File: src/rtl/id_stage_pipe.sv
// Registered MIPS-subset decode stage: regfile read, operand select, ID/EX register with valid/ready and flush.
// Latency 1 cycle; stalls (holds ID/EX, drops in_ready_o) while out_ready_i is low. Optional macro: ID_FORWARD_EN.
module id_stage_pipe #(
    parameter int DATA_W    = 32,
    parameter int REG_AW    = 5,
    parameter int ALU_OP_W  = 8,
    parameter int ALU_SEL_W = 3
) (
    input  logic                 clk,
    input  logic                 rst,
    input  logic                 flush_i,
    input  logic                 in_valid_i,
    output logic                 in_ready_o,
    input  logic [DATA_W-1:0]    pc_i,
    input  logic [31:0]          inst_i,
    output logic                 reg1_read_en_o,
    output logic [REG_AW-1:0]    reg1_read_addr_o,
    output logic                 reg2_read_en_o,
    output logic [REG_AW-1:0]    reg2_read_addr_o,
    input  logic [DATA_W-1:0]    reg1_data_i,
    input  logic [DATA_W-1:0]    reg2_data_i,
    input  logic                 ex_wen_i,
    input  logic [REG_AW-1:0]    ex_waddr_i,
    input  logic [DATA_W-1:0]    ex_wdata_i,
    input  logic                 mem_wen_i,
    input  logic [REG_AW-1:0]    mem_waddr_i,
    input  logic [DATA_W-1:0]    mem_wdata_i,
    output logic                 out_valid_o,
    input  logic                 out_ready_i,
    output logic [DATA_W-1:0]    pc_o,
    output logic [ALU_OP_W-1:0]  alu_op_o,
    output logic [ALU_SEL_W-1:0] alu_sel_o,
    output logic [DATA_W-1:0]    op_number_1_o,
    output logic [DATA_W-1:0]    op_number_2_o,
    output logic                 write_reg_en_o,
    output logic [REG_AW-1:0]    write_reg_addr_o,
    output logic                 inst_invalid_o
);

    localparam logic [5:0] OPC_SPECIAL = 6'h00;
    localparam logic [5:0] OPC_ANDI    = 6'h0C;
    localparam logic [5:0] OPC_ORI     = 6'h0D;
    localparam logic [5:0] OPC_XORI    = 6'h0E;
    localparam logic [5:0] OPC_LUI     = 6'h0F;

    localparam logic [5:0] FN_SLL  = 6'h00;
    localparam logic [5:0] FN_SRL  = 6'h02;
    localparam logic [5:0] FN_SRA  = 6'h03;
    localparam logic [5:0] FN_ADDU = 6'h21;
    localparam logic [5:0] FN_SUBU = 6'h23;
    localparam logic [5:0] FN_AND  = 6'h24;
    localparam logic [5:0] FN_OR   = 6'h25;
    localparam logic [5:0] FN_XOR  = 6'h26;
    localparam logic [5:0] FN_NOR  = 6'h27;

    localparam logic [ALU_OP_W-1:0] OP_AND  = ALU_OP_W'(8'h24);
    localparam logic [ALU_OP_W-1:0] OP_OR   = ALU_OP_W'(8'h25);
    localparam logic [ALU_OP_W-1:0] OP_XOR  = ALU_OP_W'(8'h26);
    localparam logic [ALU_OP_W-1:0] OP_NOR  = ALU_OP_W'(8'h27);
    localparam logic [ALU_OP_W-1:0] OP_LUI  = ALU_OP_W'(8'h0F);
    localparam logic [ALU_OP_W-1:0] OP_ADDU = ALU_OP_W'(8'h21);
    localparam logic [ALU_OP_W-1:0] OP_SUBU = ALU_OP_W'(8'h23);
    localparam logic [ALU_OP_W-1:0] OP_SLL  = ALU_OP_W'(8'h7C);
    localparam logic [ALU_OP_W-1:0] OP_SRL  = ALU_OP_W'(8'h02);
    localparam logic [ALU_OP_W-1:0] OP_SRA  = ALU_OP_W'(8'h03);

    localparam logic [ALU_SEL_W-1:0] SEL_NOP   = ALU_SEL_W'(3'b000);
    localparam logic [ALU_SEL_W-1:0] SEL_LOGIC = ALU_SEL_W'(3'b001);
    localparam logic [ALU_SEL_W-1:0] SEL_SHIFT = ALU_SEL_W'(3'b010);
    localparam logic [ALU_SEL_W-1:0] SEL_ARITH = ALU_SEL_W'(3'b011);

    logic [5:0]          opcode, funct;
    logic [REG_AW-1:0]   rt_addr, rd_addr;
    logic [DATA_W-1:0]   imm_zext, imm_lui, sa_zext;

    assign opcode   = inst_i[31:26];
    assign funct    = inst_i[5:0];
    assign rt_addr  = REG_AW'(inst_i[20:16]);
    assign rd_addr  = REG_AW'(inst_i[15:11]);
    assign imm_zext = DATA_W'(inst_i[15:0]);
    assign imm_lui  = DATA_W'({inst_i[15:0], 16'h0000});
    assign sa_zext  = DATA_W'(inst_i[10:6]);

    assign reg1_read_addr_o = REG_AW'(inst_i[25:21]);
    assign reg2_read_addr_o = rt_addr;

    logic [ALU_OP_W-1:0]  dec_op;
    logic [ALU_SEL_W-1:0] dec_sel;
    logic                 dec_wen, dec_shift, dec_inv;
    logic [REG_AW-1:0]    dec_waddr;
    logic [DATA_W-1:0]    dec_imm, dec_op1, dec_op2;
    logic [DATA_W-1:0]    rs1_val, rs2_val;

    always_comb begin
        dec_op         = '0;
        dec_sel        = SEL_NOP;
        reg1_read_en_o = 1'b0;
        reg2_read_en_o = 1'b0;
        dec_wen        = 1'b0;
        dec_waddr      = '0;
        dec_imm        = '0;
        dec_shift      = 1'b0;
        dec_inv        = 1'b0;
        case (opcode)
            OPC_ANDI, OPC_ORI, OPC_XORI, OPC_LUI: begin
                dec_sel        = SEL_LOGIC;
                reg1_read_en_o = 1'b1;
                dec_wen        = 1'b1;
                dec_waddr      = rt_addr;
                dec_imm        = imm_zext;
                case (opcode)
                    OPC_ANDI: dec_op = OP_AND;
                    OPC_ORI:  dec_op = OP_OR;
                    OPC_XORI: dec_op = OP_XOR;
                    default: begin
                        dec_op  = OP_LUI;
                        dec_imm = imm_lui;
                    end
                endcase
            end
            OPC_SPECIAL: begin
                reg1_read_en_o = 1'b1;
                reg2_read_en_o = 1'b1;
                dec_wen        = 1'b1;
                dec_waddr      = rd_addr;
                case (funct)
                    FN_AND:  begin dec_sel = SEL_LOGIC; dec_op = OP_AND;  end
                    FN_OR:   begin dec_sel = SEL_LOGIC; dec_op = OP_OR;   end
                    FN_XOR:  begin dec_sel = SEL_LOGIC; dec_op = OP_XOR;  end
                    FN_NOR:  begin dec_sel = SEL_LOGIC; dec_op = OP_NOR;  end
                    FN_ADDU: begin dec_sel = SEL_ARITH; dec_op = OP_ADDU; end
                    FN_SUBU: begin dec_sel = SEL_ARITH; dec_op = OP_SUBU; end
                    FN_SLL, FN_SRL, FN_SRA: begin
                        // shifts operate on rt by the sa field; rs is not read
                        dec_sel        = SEL_SHIFT;
                        reg1_read_en_o = 1'b0;
                        dec_shift      = 1'b1;
                        dec_imm        = sa_zext;
                        dec_op         = (funct == FN_SLL) ? OP_SLL :
                                         (funct == FN_SRL) ? OP_SRL : OP_SRA;
                    end
                    default: begin
                        reg1_read_en_o = 1'b0;
                        reg2_read_en_o = 1'b0;
                        dec_wen        = 1'b0;
                        dec_waddr      = '0;
                        dec_inv        = 1'b1;
                    end
                endcase
            end
            default: dec_inv = 1'b1;
        endcase
    end

`ifdef ID_FORWARD_EN
    // Youngest producer wins: EX result is newer than MEM, which is newer than the regfile.
    always_comb begin
        rs1_val = reg1_data_i;
        if (reg1_read_addr_o == '0)
            rs1_val = '0;
        else if (ex_wen_i && ex_waddr_i == reg1_read_addr_o)
            rs1_val = ex_wdata_i;
        else if (mem_wen_i && mem_waddr_i == reg1_read_addr_o)
            rs1_val = mem_wdata_i;
    end

    always_comb begin
        rs2_val = reg2_data_i;
        if (reg2_read_addr_o == '0)
            rs2_val = '0;
        else if (ex_wen_i && ex_waddr_i == reg2_read_addr_o)
            rs2_val = ex_wdata_i;
        else if (mem_wen_i && mem_waddr_i == reg2_read_addr_o)
            rs2_val = mem_wdata_i;
    end
`else
    assign rs1_val = (reg1_read_addr_o == '0) ? '0 : reg1_data_i;
    assign rs2_val = (reg2_read_addr_o == '0) ? '0 : reg2_data_i;

    logic unused_fwd;
    assign unused_fwd = ^{ex_wen_i, ex_waddr_i, ex_wdata_i, mem_wen_i, mem_waddr_i, mem_wdata_i};
`endif

    always_comb begin
        dec_op1 = reg1_read_en_o ? rs1_val : dec_imm;
        dec_op2 = reg2_read_en_o ? rs2_val : dec_imm;
        if (dec_shift) begin
            dec_op1 = rs2_val;
            dec_op2 = dec_imm;
        end
    end

    assign in_ready_o = rst & ~flush_i & (~out_valid_o | out_ready_i);

    always_ff @(posedge clk) begin
        if (!rst) begin
            out_valid_o      <= 1'b0;
            pc_o             <= '0;
            alu_op_o         <= '0;
            alu_sel_o        <= '0;
            op_number_1_o    <= '0;
            op_number_2_o    <= '0;
            write_reg_en_o   <= 1'b0;
            write_reg_addr_o <= '0;
            inst_invalid_o   <= 1'b0;
        end else if (flush_i) begin
            out_valid_o <= 1'b0;
        end else if (in_ready_o) begin
            out_valid_o <= in_valid_i;
            if (in_valid_i) begin
                pc_o             <= pc_i;
                alu_op_o         <= dec_op;
                alu_sel_o        <= dec_sel;
                op_number_1_o    <= dec_op1;
                op_number_2_o    <= dec_op2;
                write_reg_en_o   <= dec_wen;
                write_reg_addr_o <= dec_waddr;
                inst_invalid_o   <= dec_inv;
            end
        end
    end

endmodule

File: config.mk
export PLATFORM = sky130hd
export DESIGN_NAME = id_stage_pipe
export DESIGN_NICKNAME = d
export VERILOG_FILES = /design/src/rtl/id_stage_pipe.sv
export SDC_FILE = /design/constraint.sdc
export NUM_CORES = 1
export LEC_CHECK = 0
export ABC_AREA = 0
export CAP_MARGIN = 5
export CORE_AREA = 2 2 129 131
export CTS_CLUSTER_DIAMETER = 150
export CTS_CLUSTER_SIZE = 28
export DETAILED_ROUTE_END_ITERATION = 8
export DIE_AREA = 0 0 131 133
export GPL_ROUTABILITY_DRIVEN = 0
export GPL_TIMING_DRIVEN = 0
export PLACE_DENSITY = 0.73
export RECOVER_POWER = 25
export SLEW_MARGIN = 20
export SYNTH_ARGS = -nofsm -noshare
export SYNTH_HDL_FRONTEND = slang
export SYNTH_SLANG_ARGS = --single-unit
File: constraint.sdc
create_clock -name clk -period 2.95 [get_ports clk]
set_input_delay 0.59 -clock clk [delete_from_list [all_inputs] [get_ports clk]]
set_output_delay 0.59 -clock clk [all_outputs]
set_load 0.1 [all_outputs]
==> reports/metrics.yaml <==
status: "finished clean"
finalSetupTns_ns: 0
async_flop_share_pct: 0
cts.clk_slew.worst_paths_ns: 0.08
slew_viol_final: 0
hp-class: "flip-flop to flip-flop"
synth.top_cell.area_share_pct: 43.56
viasPerCell: 5.361
start_util_pct: 31.83
drive_gt1_share_pct: 5.792
floorplan.rows: 47
startpoint_type: "input pin"
numCtsBuffers: 9
first_pass_iters: 5
diodes: 0
cts-root-buf: "clkbuf_16"
fp.coreArea_sq_mm: 0.01617
io_buffers: 255
fp.dieH_um: 133
skew_ns: 0.01071
die-area_sq_mm: 0.01742
final_common_cell: "clkdlybuf4s50_1"
cellLeakagePower_nw: 3.119
drv_cap: 0
num-fill-cells: 1571
final_cell_area_sq_mm: 0.008361
vias: 6085
area_delta_synth_final_pct: 62.42
arrival_ns: 2.36
nets: 1119
synthTopCellsByArea: "dfxtp_1 44%, a21oi_1 9.3%, o21ai_0 6.1%"
final-hold-violation-count: 0
grt_pass1_vias: 5661
finalCritPeriodShare_pct: 99.96
synth_seq_area_share_pct: 43.56
worstPathRequired_ns: 2.36
slew_headroom_pct: 28.41
synth_edf_count: 0
ir_drop_mv: 0.2830
endpoint_kind: "output port"
crit_path_max_fanout: 6
dpl.hpwl_um: 16620
final_cell_mix: "185 x clkdlybuf4s50_1, 112 x dfxtp_1, 95 x a21oi_1"
yosys_warnings: 0
ys.flop_type: "dfxtp_1"
cts_max_path_buffers: 2
fmax_ghz: 0.3391
drt_iter0_markers: 464
drc: 0
ys_ff_latch: 112
synth_top_area_cell: "dfxtp_1"
io_pins: 337
grt_usage_pct: 24.23
grt_setup_unrepaired: "false"
dpl_cell_area_sq_mm: 0.007981
overflow: 0
tightest_slew_ns: 1.071
yosys.cell_types.count: 42
antenna_found_initial: 0
grt_first_pass_wirelength_um: 32280
pwr_density_cell_mw_per_mm2: 486.1
cts.sinks: 112
tritoncts: "yes"
hold_ws_ns: 0.4604
wl_per_cell_um: 19.12
path_class: "input pin to output port"
grt_max_degree: 19
ant_nets: 0
htreeDepth: 3
die_w_um: 131
finalSetupViolCount: 0
synth.avg_cell_area_sq_um: 8.055
clock_latency_ns: 0.36
final_util_pct: 51.70
netlist_area_sq_mm: 0.005147
postSynthCellCount: 639
drt-total-wl_um: 21700
finalCriticalPeriod_ns: 2.949
-- path summary, 6_finish.rpt --
check	slack (ns)	depth (start not counted)	start	endpoint
worst max-delay path	0.001	5	inst_i[31]	reg1_read_en_o
worst min-delay path	0.46	2	pc_o[25]	pc_o[25]
worst max register to register	0.64	7	out_valid_o	op_number_2_o[27]
worst min register to register	0.46	2	pc_o[25]	pc_o[25]
-- per-layer routing --
metal  global-route usage [%]  part of all wire, %  routed length (um)  vias up
met4                    7.683                  2.2                 473        0
met3                    6.915                  9.8                2127       46
met2                    37.33                   46                9911      320
met1                    32.61                   42                9192     2828
met5                        0                    0                   0        -
li1                         -                    -                   -     2891
-- through the flow --
step | std cells | power (W) | worst slack [ns]
detailed placement | 1115 | 0.002759 | -1.291
floorplan | 640 | 0.002338 | 0.1401
finish | 1135 | 0.004064 | 0.001084
global placement | 1115 | 0.002755 | -1.305
CTS | 1132 | 0.004096 | 0.001379
global route | 1135 | 0.004221 | 0.004601
-- sequential cells by signal, summed over array words and instances (netlist names) --
name / cells
inst_invalid_o: 1
pc_o: 32
out_valid_o: 1
write_reg_en_o: 1
alu_op_o: 6
alu_sel_o: 2
write_reg_addr_o: 5
op_number_1_o: 32
op_number_2_o: 32
-- worst max-delay path, stage by stage --
cell and delay, ns:
clkdlybuf4s50_1 0.53, or4_4 0.57, o31ai_4 0.31, buf_6 0.17, buf_12 0.17
-- where the power goes --
group | internal (W) | total, W | switching (W)
Sequential | 0.00157 | 0.00160 | 0.0000298
Combinational | 0.000334 | 0.00112 | 0.000782
Clock | 0.000751 | 0.00135 | 0.000595
-- cells in the mapped netlist (2+ instances only) --
| cell | number |
|---|---|
| a21oi_1 | 96 |
| o2111ai_1 | 32 |
| a221oi_1 | 5 |
| nor2_1 | 12 |
| nand2_1 | 77 |
| or4_4 | 2 |
| o211a_1 | 2 |
| or3_1 | 2 |
| nor2b_1 | 3 |
| o31ai_1 | 5 |
| clkbuf_1 | 56 |
| o21ai_0 | 63 |
| nand2b_1 | 3 |
| nand4_1 | 2 |
| o211ai_1 | 2 |
| buf_4 | 13 |
| inv_1 | 6 |
| a31oi_1 | 33 |
| dfxtp_1 | 112 |
| nor3b_1 | 2 |
| nand3_1 | 33 |
| o21ai_1 | 7 |
| nor3_1 | 3 |
| buf_6 | 3 |
| buf_1 | 2 |
| a22o_1 | 6 |
| o21a_1 | 2 |
| nor4_1 | 3 |
| a21boi_0 | 35 |
| buf_2 | 5 |
-- layout make-up --
class	instances	area [sq um]	area share (%)
plain buffers	79	375.4	4.490
clock buffers	10	229.0	2.739
clock inverters	6	90.09	1.078
inverters	6	22.52	0.2694
multi-input cells	443	2542	30.41
flip-flops and latches	112	2242	26.82
well taps	220	275.3	3.292
repair buffers	259	2584	30.90
-- kinds of logic (layout without fill, tap and decap cells) --
kind of cell           after synthesis  in the layout  synth area share, %
other                                1              2              0.07285
and+or+nand+nor                    148            148                13.34
DFF                                112            112                43.56
AOI/OAI and AO/OA                  293            293                35.32
buffers and inverters               85            360                7.705
-- what timing repair did --
item,in CTS,in global routing
setup endpoints to repair,8,74
gates resized for setup,25,10
setup buffers,1,3
pin swaps,2,1
hold buffers,0,0
No activity file was read; power rests on OpenSTA's default activity.
